### src/rtl/alu_shift_pkg.sv
// Shared definitions for the iterative ALU shift unit: op and FSM state encodings
// plus the fixed datapath dimensions.
package alu_shift_pkg;

    localparam int WIDTH   = 32;
    localparam int SHAMT_W = 5;

    typedef enum logic [1:0] {
        SHIFT_SLL  = 2'b00,
        SHIFT_SRL  = 2'b01,
        SHIFT_SRA  = 2'b10,
        SHIFT_RSVD = 2'b11
    } shift_op_e;

    typedef enum logic [1:0] {
        IDLE  = 2'b00,
        SHIFT = 2'b01,
        DONE  = 2'b10
    } shift_state_e;

endpackage

### src/rtl/shift_step_unit.sv
// Combinational single step of the iterative shifter: moves the value by 1 or 2
// bit positions using the fill rule of the selected op.
module shift_step_unit
    import alu_shift_pkg::*;
(
    input  logic [WIDTH-1:0] value,
    input  shift_op_e        op,
    input  logic             two_bits,
    output logic [WIDTH-1:0] shifted
);

    // NOTE: assign a default first so every path drives the output; no latch is inferred.
    always_comb begin
        shifted = value;
        case (op)
            SHIFT_SLL: shifted = two_bits ? {value[WIDTH-3:0], 2'b00}
                                          : {value[WIDTH-2:0], 1'b0};
            SHIFT_SRL: shifted = two_bits ? {2'b00, value[WIDTH-1:2]}
                                          : {1'b0, value[WIDTH-1:1]};
            // Arithmetic fill replicates the current sign bit of the work value.
            SHIFT_SRA: shifted = two_bits ? {{2{value[WIDTH-1]}}, value[WIDTH-1:2]}
                                          : {value[WIDTH-1], value[WIDTH-1:1]};
            default:   shifted = value;
        endcase
    end

endmodule

### src/rtl/iter_shift_ctrl.sv
// Multi-cycle shift controller: accepts one request at a time, walks the shift amount
// down in 2-bit (or 1-bit) steps and presents a registered result with a one-cycle pulse.
module iter_shift_ctrl #(
    parameter int WIDTH     = 32,
    parameter int SHAMT_W   = 5,
    parameter int USE_STEP2 = 1
) (
    input  logic               clock,
    input  logic               reset,
    input  logic               start,
    input  logic [WIDTH-1:0]   A,
    input  logic [SHAMT_W-1:0] shamt,
    input  logic [1:0]         op,
    output logic [WIDTH-1:0]   result,
    output logic               result_rdy,
    output logic               busy,
    output logic               op_error
);
    import alu_shift_pkg::*;

    shift_state_e       state_q, state_d;
    logic [WIDTH-1:0]   work_q, work_d;
    logic [SHAMT_W-1:0] count_q, count_d;
    shift_op_e          op_q, op_d;
    logic [WIDTH-1:0]   result_q, result_d;

    logic               two_bits;
    logic [SHAMT_W-1:0] step;
    logic [SHAMT_W-1:0] count_dec;
    logic [WIDTH-1:0]   stepped;

    shift_step_unit u_step (
        .value    (work_q),
        .op       (op_q),
        .two_bits (two_bits),
        .shifted  (stepped)
    );

    // NOTE: sequential state uses non-blocking assignments so all registers update together.
    always_ff @(posedge clock or posedge reset) begin
        if (reset) begin
            state_q  <= IDLE;
            work_q   <= '0;
            count_q  <= '0;
            op_q     <= SHIFT_SLL;
            result_q <= '0;
        end else begin
            state_q  <= state_d;
            work_q   <= work_d;
            count_q  <= count_d;
            op_q     <= op_d;
            result_q <= result_d;
        end
    end

    always_comb begin
        state_d   = state_q;
        work_d    = work_q;
        count_d   = count_q;
        op_d      = op_q;
        result_d  = result_q;
        two_bits  = (USE_STEP2 != 0) && (count_q >= SHAMT_W'(2));
        step      = two_bits ? SHAMT_W'(2) : SHAMT_W'(1);
        count_dec = count_q - step;

        case (state_q)
            IDLE, DONE: begin
                if (start) begin
                    work_d  = A;
                    count_d = shamt;
                    op_d    = shift_op_e'(op);
                    // Reserved op and zero shift finish on the accept edge with A untouched.
                    if (op == SHIFT_RSVD || shamt == '0) begin
                        state_d  = DONE;
                        result_d = A;
                    end else begin
                        state_d = SHIFT;
                    end
                end else begin
                    state_d = IDLE;
                end
            end
            SHIFT: begin
                work_d  = stepped;
                count_d = count_dec;
                if (count_dec == '0) begin
                    state_d  = DONE;
                    result_d = stepped;
                end
            end
            default: state_d = IDLE;
        endcase
    end

    assign result     = result_q;
    assign result_rdy = (state_q == DONE);
    assign busy       = (state_q == SHIFT);
    assign op_error   = (state_q == DONE) && (op_q == SHIFT_RSVD);

endmodule
### config.mk
export PLATFORM = sky130hd
export DESIGN_NAME = iter_shift_ctrl
export DESIGN_NICKNAME = d
export VERILOG_FILES = /design/src/rtl/alu_shift_pkg.sv /design/src/rtl/shift_step_unit.sv /design/src/rtl/iter_shift_ctrl.sv
export SDC_FILE = /design/constraint.sdc
export NUM_CORES = 1
export LEC_CHECK = 0
export BUFFER_PORTS_ARGS = -buffer_cell sky130_fd_sc_hd__clkbuf_2
export CAP_MARGIN = 10
export CELL_PAD_IN_SITES_DETAIL_PLACEMENT = 0
export CELL_PAD_IN_SITES_GLOBAL_PLACEMENT = 1
export CORE_ASPECT_RATIO = 0.9
export CORE_UTILIZATION = 42
export CTS_CLUSTER_SIZE = 25
export DETAILED_ROUTE_END_ITERATION = 10
export PLACE_DENSITY_LB_ADDON = 0.1
export SLEW_MARGIN = 20
export SYNTH_ARGS = -nofsm -noshare
export SYNTH_HDL_FRONTEND = slang
export SYNTH_SLANG_ARGS = --single-unit
### constraint.sdc
create_clock -name clock -period 3.9 [get_ports clock]
set_input_delay 0.39 -clock clock [delete_from_list [all_inputs] [get_ports clock]]
set_output_delay 0.39 -clock clock [all_outputs]
set_load 0.005 [all_outputs]
==> flow_metrics.py, run 1 <==
metrics = {
    "run_status": {
        "status": "finished clean",
    },
    "finish": {
        "layout-area-overhead-vs-synth_pct": 17.1,
        "layout.cells.most_common": "sky130_fd_sc_hd__nand2_1",
        "final-seq-area_um2": 1830,
        "utilization_pct": 50.6,
        "fin_nets": 635,
        "fraction_of_layout_cells_with_a_size_suffix_above_1_pct": 20.0,
        "final_cell_mix": "106 x sky130_fd_sc_hd__nand2_1, 76 x sky130_fd_sc_hd__clkbuf_2, 73 x sky130_fd_sc_hd__dfrtp_1",
        "num-fill-cells": 1057,
        "layoutNonFillerInstCount": 724,
        "antenna-diode-count": 0,
        "multi_input_comb_area_um2": 2300,
        "finish.instance_area_um2": 5190,
    },
    "critical_path": {
        "critical-path-max-stage-delay_ns": 0.64,
        "startpoint_type": "flip-flop",
        "critPathKind": "reg2reg",
        "cp.required_ns": 4.16,
        "critPathArrivalTime_ns": 3.54,
        "critPathSlowestCell": "sky130_fd_sc_hd__a22o_2",
        "sequence_of_cells_on_the_critical_path": "nor4_4, inv_2, fa_1, xnor2_1, nand3_1, nor4_1, a22o_2, buf_12, mux2i_1",
        "crit_buf_inv": 2,
        "critPathMaxFanout": 20,
        "crit_family": "simple AND/OR/NAND/NOR gates",
        "end_kind": "flip-flop",
    },
    "global_route": {
        "grt_ovf": 0,
        "global_route_wire_length_before_repair_mm": 20.4,
        "track_usage_pct": 24.3,
        "first_global_vias": 3936,
        "antenna_found_initial": 0,
        "grt_start_max_net_pins": 52,
    },
    "pwr": {
        "vdd.ir_drop.worst_uv": 712,
        "netSwitchingPower_uw": 2510,
        "leakage_uw": 0.00234,
        "seq_power_share_pct": 30.1,
        "comb_power_share_pct": 53.7,
        "intPower_uw": 2910,
        "cell_pwr_density_nw_per_um2": 1040,
        "switching_fraction_of_total_power_pct": 46.3,
        "clkPwrFrac_pct": 16.3,
    },
    "drt": {
        "vias": 4105,
        "initialDrtViolationCount": 293,
        "ant_nets": 0,
        "drt_pass_1_iters": 5,
        "count_of_unresolved_drc_violations_after_routing": 0,
        "wl_mm": 12.6,
        "routed_length_per_placed_instance_um": 17.4,
        "vias_per_cell": 5.67,
    },
    "sta": {
        "clock-skew-final_ns": 0.00591,
        "timing.max_slew.rel_slack_pct": 37.0,
        "grt_setup_unrepaired": "false",
        "final_setup_violation_count": 0,
        "timing_hold_violations_final": 0,
        "period_minus_slack_ns": 3.29,
        "final_count_of_pins_violating_max_slew": 0,
        "worst-slew-pin-transition_ns": 0.942,
        "timing.final.crit_share_pct": 84.3,
        "fin_setup_tns_ns": 0,
        "achievable-frequency_mhz": 304,
    },
    "floorplanning": {
        "fp-row-count": 35,
        "io_pins": 77,
        "die_width_um": 110,
        "fp.dieH_um": 99.4,
        "starting_utilization_of_the_core_area_pct": 43.2,
        "core_region_area_um2": 10200,
        "die_area_um2": 11000,
    },
    "hold_path": {
        "path_class_of_the_lowest_slack_min_delay_path": "in2async",
    },
    "clocking": {
        "post_cts.repair.setup_buffers": 0,
        "numCtsBuffers": 9,
        "cts.sinks": 73,
        "cts.hold.buffers_added": 0,
        "h-tree-depth": 3,
        "clock_tree.buffer_depth": 2,
        "clk_pin_slew_worst_paths_ns": 0.06,
        "ctsRootBufferMaster": "sky130_fd_sc_hd__clkbuf_16",
        "cts-resized-gates": 0,
        "clock_insertion_delay_worst_skew_ns": 0.34,
        "cts_tree": "yes",
    },
    "place": {
        "place_inst": 708,
        "detailed_place.area_um2": 4880,
        "globalplace.congestion": 0.830,
        "detailed_place_hpwl_mm": 8.39,
        "placement.io_buffers": 76,
    },
    "synth": {
        "synth_cell_types": 45,
        "dominantRegCellSynth": "sky130_fd_sc_hd__dfrtp_1",
        "post_synth_inst_count": 533,
        "count_of_flip_flops_with_a_built_in_enable_after_synthesis": 0,
        "postSynthAreaPerCell_um2": 8.31,
        "synth-seq-area-share_pct": 41.2,
        "synth-async-reset-ratio_pct": 100,
        "post_syn_area_um2": 4430,
        "synthesis.yosys.warnings": 0,
        "synth_nets": 578,
        "synth_seq_cells": 73,
    },
    "flow_run": {
        "max-cap-violations": 0,
    },
}
[path summary, 6_finish.rpt]
kind,startpoint,endpoint,slack [ns],depth (start not counted)
worst min register to register,result[30],result[30],0.51,1
worst max register to register,count_q[3],result[1],0.61,9
min in group clock,op[1],op_q[1],0.27,3
max in group asynchronous,reset,result[27],2.89,3
worst max-delay path,count_q[3],result[1],0.61,9
worst min-delay path,reset,result[5],0.22,2
[worst register-to-register path: stages, from the launching register on]
cell	delay, ns
sky130_fd_sc_hd__dfrtp_1	0.46
sky130_fd_sc_hd__nor4_4	0.39
sky130_fd_sc_hd__inv_2	0.08
sky130_fd_sc_hd__fa_1	0.49
sky130_fd_sc_hd__xnor2_1	0.19
sky130_fd_sc_hd__nand3_1	0.10
sky130_fd_sc_hd__nor4_1	0.38
sky130_fd_sc_hd__a22o_2	0.64
sky130_fd_sc_hd__buf_12	0.26
sky130_fd_sc_hd__mux2i_1	0.22
[synthesized netlist by cell type (all sizes together), types with 4 or more instances]
cell type	count	area share, %
nor2	18	1.5
o21ai	53	6.0
buf	20	2.6
inv	30	2.5
mux2i	35	7.9
a21oi	48	5.4
nor3b	9	1.5
nand2b	4	0.56
nor3	4	0.45
o221ai	8	1.6
dfrtp	73	41
nand3	38	4.3
o22a	15	3.0
nand2	106	9.0
mux2	10	2.5
a22o	8	1.6
clkbuf	21	1.8
nor2b	4	0.56
[power groups by stage]
stage	clock network [uW]	logic (uW)	registers, uW
floorplan	0	2200	1470
finish	882	2910	1630
detailed placement	0	2930	1630
global route	929	3280	1690
global placement	0	2870	1610
CTS	902	2930	1620
[flip-flops by register name (all words and copies together), names as in the netlist]
name     flops
count_q      5
op_q         2
result      32
state_q      2
work_q      32
[stage by stage]
stage / hold WS [ns] / setup slack, ns / power [uW]
6_report: 0.216 / 0.613 / 5420
5_1_grt: 0.299 / 0.386 / 5900
4_1_cts: 0.250 / 0.587 / 5460
3_5_place_dp: 0.501 / 0.617 / 4560
3_3_place_gp: 0.491 / 0.736 / 4490
2_1_floorplan: 0.493 / 0.681 / 3660
[kinds of logic after synthesis]
kind of cell	after synthesis	synth area share [%]
XOR/XNOR	3	0.593
flip-flops	73	41.2
AND/OR/NAND/NOR	189	19.1
AO/OA/AOI/OAI	148	20.6
multiplexers	45	10.4
buffers and inverters	72	7.00
adder cells (fa/ha/maj)	3	1.02
[cell type report]
type                            count  area share [%]
Tap cell                          129            3.11
Multi-Input combinational cell    388            44.3
Timing Repair Buffer               87            9.16
Sequential cell                    73            35.2
Inverter                           31            2.24
Clock inverter                      6            1.59
Clock buffer                       10            4.41
[per-layer routing]
layer  track usage (%)  routed length, um  part of all wire (%)
met2              38.5               5910                    47
met5                 0                  0                     0
met3              4.33                612                   4.9
met1              33.3               5820                    46
met4              8.50                229                   1.8
Note: power is estimated with default switching activity, not from simulation.
==> run 2: changes to the inputs <==
Settings changed: CORE_UTILIZATION 42 to 38.
Clock period 3.9 ns to 3 ns, I/O delays scaled along.
==> run 2 against run 1 <==
  * Hold slack worse by 0.10 ns
  * First-iteration DRC count shrank 32%
  * Highest routed layer unchanged
  * Core utilization fell by 3.9 points
  * Critical path type unchanged
  * The flow now finishes with violations (design-rule violations)
  * Die area increased by 10%
  * Largest cell class unchanged
  * Cell count increased by 5.4%
  * Wire length increased by 2.1%
==> flow_metrics.py, run 2 (same netlist as run 1, synthesis figures left out) <==
metrics = {
    "sta": {
        "final_count_of_pins_violating_max_slew": 0,
        "grt_setup_unrepaired": "false",
        "timing.final.crit_share_pct": 93.5,
        "period_minus_slack_ns": 2.80,
        "timing.max_slew.rel_slack_pct": 43.2,
        "fin_setup_tns_ns": 0,
        "final_setup_violation_count": 0,
        "clock-skew-final_ns": 0.00813,
        "timing_hold_violations_final": 0,
        "worst-slew-pin-transition_ns": 0.851,
        "achievable-frequency_mhz": 357,
    },
    "critical_path": {
        "critPathArrivalTime_ns": 3.07,
        "cp.required_ns": 3.26,
        "end_kind": "flip-flop",
        "crit_buf_inv": 1,
        "critPathKind": "reg2reg",
        "critical-path-max-stage-delay_ns": 0.46,
        "critPathMaxFanout": 12,
        "sequence_of_cells_on_the_critical_path": "nor4_4, ha_1, nor2b_1, o31a_1, nor4_2, a22o_2, buf_4, mux2i_1",
        "startpoint_type": "flip-flop",
        "critPathSlowestCell": "sky130_fd_sc_hd__dfrtp_1",
        "crit_family": "simple AND/OR/NAND/NOR gates",
    },
    "drt": {
        "wl_mm": 12.8,
        "initialDrtViolationCount": 200,
        "vias": 4066,
        "drt_pass_1_iters": 10,
        "ant_nets": 0,
        "routed_length_per_placed_instance_um": 16.8,
        "vias_per_cell": 5.33,
        "count_of_unresolved_drc_violations_after_routing": 2,
    },
    "floorplanning": {
        "die_area_um2": 12100,
        "fp.dieH_um": 104,
        "io_pins": 77,
        "die_width_um": 116,
        "starting_utilization_of_the_core_area_pct": 38.9,
        "core_region_area_um2": 11400,
        "fp-row-count": 37,
    },
    "finish": {
        "layout-area-overhead-vs-synth_pct": 20.1,
        "antenna-diode-count": 0,
        "fin_nets": 647,
        "final_cell_mix": "106 x sky130_fd_sc_hd__nand2_1, 76 x sky130_fd_sc_hd__clkbuf_2, 73 x sky130_fd_sc_hd__dfrtp_1",
        "finish.instance_area_um2": 5320,
        "layout.cells.most_common": "sky130_fd_sc_hd__nand2_1",
        "fraction_of_layout_cells_with_a_size_suffix_above_1_pct": 22.1,
    },
    "run_status": {
        "violations_in_the_final_reports": "design-rule violations",
        "status": "complete, but fails checks",
    },
    "global_route": {
        "grt_start_max_net_pins": 52,
        "track_usage_pct": 22.8,
        "global_route_wire_length_before_repair_mm": 21.0,
        "first_global_vias": 3975,
        "grt_ovf": 0,
        "antenna_found_initial": 0,
    },
    "clocking": {
        "cts.sinks": 73,
        "clk_pin_slew_worst_paths_ns": 0.06,
        "clock_tree.buffer_depth": 2,
        "h-tree-depth": 3,
        "numCtsBuffers": 9,
        "ctsRootBufferMaster": "sky130_fd_sc_hd__clkbuf_16",
        "cts_tree": "yes",
        "clock_insertion_delay_worst_skew_ns": 0.35,
    },
    "pwr": {
        "netSwitchingPower_uw": 3250,
        "seq_power_share_pct": 29.2,
        "intPower_uw": 3830,
        "switching_fraction_of_total_power_pct": 45.9,
        "cell_pwr_density_nw_per_um2": 1330,
        "clkPwrFrac_pct": 15.7,
        "vdd.ir_drop.worst_uv": 506,
        "comb_power_share_pct": 55.1,
        "leakage_uw": 0.00241,
    },
    "place": {
        "detailed_place.area_um2": 4980,
        "detailed_place_hpwl_mm": 8.86,
        "placement.io_buffers": 76,
        "globalplace.congestion": 0.803,
    },
    "flow_run": {
        "max-cap-violations": 0,
    },
    "hold_path": {
        "path_class_of_the_lowest_slack_min_delay_path": "in2async",
    },
}
-- run 2: worst paths after layout --
| kind | from | end | slack, ns | cells past startpoint |
|---|---|---|---|---|
| setup reg to reg | count_q[3] | result[31] | 0.20 | 8 |
| hold / removal | reset | work_q[5] | 0.11 | 2 |
| hold reg to reg | result[21] | result[21] | 0.51 | 2 |
| setup / recovery | count_q[3] | result[31] | 0.20 | 8 |
| min in group clock | op[0] | op_q[0] | 0.16 | 3 |
| max in group asynchronous | reset | count_q[3] | 2.21 | 3 |
-- run 2: per-layer routing --
metal  up-vias  global-route usage, %  part of all wire (%)
met4         0                   6.14                   1.0
li1       2003                      -                     -
met5         -                      0                     0
met2       108                   37.0                    48
met1      1945                   29.9                    47
met3        10                   5.77                   4.3
-- run 2: power by group through the flow --
stage / Clock, uW / Sequential, uW / Combinational (uW)
4_1_cts: 1140 / 2070 / 3910
3_3_place_gp: 0 / 2060 / 3850
5_1_grt: 1170 / 2150 / 4430
3_5_place_dp: 0 / 2080 / 3900
2_1_floorplan: 0 / 1910 / 2870
6_report: 1110 / 2070 / 3900
-- run 2: layout make-up --
type                            count  area, um^2
Clock buffer                       15         308
Clock inverter                      1        5.00
Fill cell                        1194        6070
Inverter                           31         116
Multi-Input combinational cell    388        2310
Sequential cell                    73        1830
Tap cell                          156         195
Timing Repair Buffer               99         566
-- run 2: what timing repair did --
action	CTS	global route
hold buffers	0	0
setup buffers	0	4
resized for setup	0	0
setup endpoints to repair	0	13
-- run 2: per-stage QoR --
| stage | hold WS, ns | instances | worst slack (ns) | utilization (%) | power (uW) |
|---|---|---|---|---|---|
| after floorplan | 0.405 | 533 | 0.0260 | - | 4780 |
| after detailed placement | 0.509 | 743 | 0.129 | 43.7 | 5980 |
| final | 0.112 | 763 | 0.196 | 46.7 | 7080 |
| after global routing | 0.165 | 763 | 0.000596 | 46.7 | 7750 |
| after CTS | 0.150 | 759 | 0.122 | 46.5 | 7120 |
| after global placement | 0.499 | 743 | 0.299 | 43.7 | 5920 |
==> run 3: changes to the inputs <==
Settings changed: REMOVE_ABC_BUFFERS set to 1.
==> run 3 against run 2 <==
  * The run now ends clean
  * Sequential cell count did not move
  * Register-to-register slack got worse by 0.07 ns
  * Critical path depth rose by 1
  * Sequential power barely moved
  * Largest cell class unchanged
==> flow_metrics.py, run 3 (same netlist as run 1, synthesis figures left out) <==
metrics = {
    "clocking": {
        "h-tree-depth": 3,
        "numCtsBuffers": 9,
        "ctsRootBufferMaster": "sky130_fd_sc_hd__clkbuf_16",
        "post_cts.repair.setup_buffers": 0,
        "clock_insertion_delay_worst_skew_ns": 0.34,
        "cts_tree": "yes",
        "cts.sinks": 73,
        "clk_pin_slew_worst_paths_ns": 0.06,
        "cts-resized-gates": 0,
        "cts.hold.buffers_added": 0,
        "clock_tree.buffer_depth": 2,
    },
    "critical_path": {
        "reg2reg_from": "count_q[2]",
        "critPathMaxFanout": 19,
        "crit_buf_inv": 2,
        "reg2reg_depth": 9,
        "critPathSlowestCell": "sky130_fd_sc_hd__fa_1",
        "critPathKind": "reg2reg",
        "crit_family": "simple AND/OR/NAND/NOR gates",
        "cp.required_ns": 3.22,
        "worst_setup_path_endpoint": "result[0]",
        "end_kind": "flip-flop",
        "startpoint_type": "flip-flop",
        "setup.reg_to_reg.worst_slack_ns": 0.13,
        "critical_path.reg2reg.endpoint": "result[0]",
        "sequence_of_cells_on_the_critical_path": "nor4_4, inv_2, fa_1, xnor2_1, nand3_1, nor4_2, a22o_2, buf_12, mux2_2",
        "critical-path-max-stage-delay_ns": 0.43,
        "worst_setup_path_startpoint": "count_q[2]",
        "instance_count_on_the_critical_path": 9,
        "critPathArrivalTime_ns": 3.09,
    },
    "finish": {
        "num-fill-cells": 1198,
        "finish.instance_area_um2": 5310,
        "layoutNonFillerInstCount": 766,
        "fraction_of_layout_cells_with_a_size_suffix_above_1_pct": 22.1,
        "layout.cells.most_common": "sky130_fd_sc_hd__nand2_1",
        "final_cell_mix": "106 x sky130_fd_sc_hd__nand2_1, 76 x sky130_fd_sc_hd__clkbuf_2, 73 x sky130_fd_sc_hd__dfrtp_1",
        "fin_nets": 651,
        "antenna-diode-count": 0,
        "layout-area-overhead-vs-synth_pct": 19.9,
        "utilization_pct": 46.6,
    },
    "sta": {
        "timing.max_slew.rel_slack_pct": 45.9,
        "final_setup_violation_count": 0,
        "achievable-frequency_mhz": 348,
        "timing_hold_violations_final": 0,
        "worst_hold_slack_ns": 0.101,
        "final_count_of_pins_violating_max_slew": 0,
        "timing.final.crit_share_pct": 95.8,
        "worst-slew-pin-transition_ns": 0.810,
        "clock-skew-final_ns": 0.00564,
        "period_minus_slack_ns": 2.87,
    },
    "drt": {
        "routed_length_per_placed_instance_um": 17.0,
        "count_of_unresolved_drc_violations_after_routing": 0,
        "vias_per_cell": 5.39,
        "drt_pass_1_iters": 5,
        "ant_nets": 0,
        "vias": 4131,
        "wl_mm": 13.0,
        "initialDrtViolationCount": 283,
    },
    "floorplanning": {
        "starting_utilization_of_the_core_area_pct": 38.9,
        "die_area_um2": 12100,
        "core_region_area_um2": 11400,
        "die_width_um": 116,
        "fp.dieH_um": 104,
        "fp-row-count": 37,
        "io_pins": 77,
    },
    "place": {
        "place_inst": 751,
        "detailed_place.area_um2": 5040,
        "globalplace.congestion": 0.854,
        "placement.io_buffers": 76,
        "detailed_place_hpwl_mm": 9.17,
    },
    "pwr": {
        "vdd.ir_drop.worst_uv": 430,
        "cell_pwr_density_nw_per_um2": 1340,
        "leakage_uw": 0.00241,
        "total_power_uw": 7100,
    },
    "global_route": {
        "antenna_found_initial": 0,
        "track_usage_pct": 23.1,
        "grt_start_max_net_pins": 52,
        "grt_ovf": 0,
        "global_route_wire_length_before_repair_mm": 21.4,
        "first_global_vias": 4039,
    },
    "run_status": {
        "status": "finished clean",
    },
    "hold_path": {
        "path_class_of_the_lowest_slack_min_delay_path": "in2async",
    },
    "flow_run": {
        "max-cap-violations": 0,
    },
}
-- run 3: worst min path at each step --
stage	cells after the start	from	slack, ns	endpoint
after floorplan	2	op[0]	0.41	op_q[0]
final	2	reset	0.10	result[21]
after detailed placement	1	result[15]	0.50	result[15]
after CTS	2	reset	0.15	result[19]
after global routing	2	reset	0.18	result[21]
after global placement	1	result[8]	0.49	result[8]
-- run 3: layout make-up --
class                      instances  area [um^2]  share of cell area, %
timing repair buffer             103          608                   11.4
sequential                        73         1830                   34.4
clock inverter                     4         20.0                  0.377
clock buffer                      11          243                   4.57
tap                              156          195                   3.67
inverter                          31          116                   2.19
multi-input combinational        388         2300                   43.4
-- run 3: routing by layer --
metal	GRT usage [%]	up-vias	part of all wire, %
li1	-	2014	-
met1	34.1	2007	50
met2	34.1	101	44
met3	4.25	9	4.2
met4	6.50	0	1.1
met5	0	-	0
-- run 3: report_power, final --
part	total, uW	switching (uW)	internal (uW)
combinational	4060	2370	1690
clock	980	408	572
sequential	2060	540	1520
total	7100	3320	3790
-- run 3: worst register-to-register path, delay by kind of cell, from the launching register on --
family / cells / cell delay (ns)
flops: 1 / 0.40
xor+xnor: 1 / 0.15
compound gates: 1 / 0.26
buf+inv: 2 / 0.27
fa+ha+maj: 1 / 0.43
mux: 1 / 0.37
simple gates: 3 / 0.88
-- run 3: through the flow --
stage | TNS (ns) | setup slack (ns)
final | 0 | 0.127
after global routing | -0.0675 | -0.0234
after CTS | 0 | 0.0564
after detailed placement | 0 | 0.0726
after global placement | 0 | 0.156
after floorplan | -93.06 | -2.47
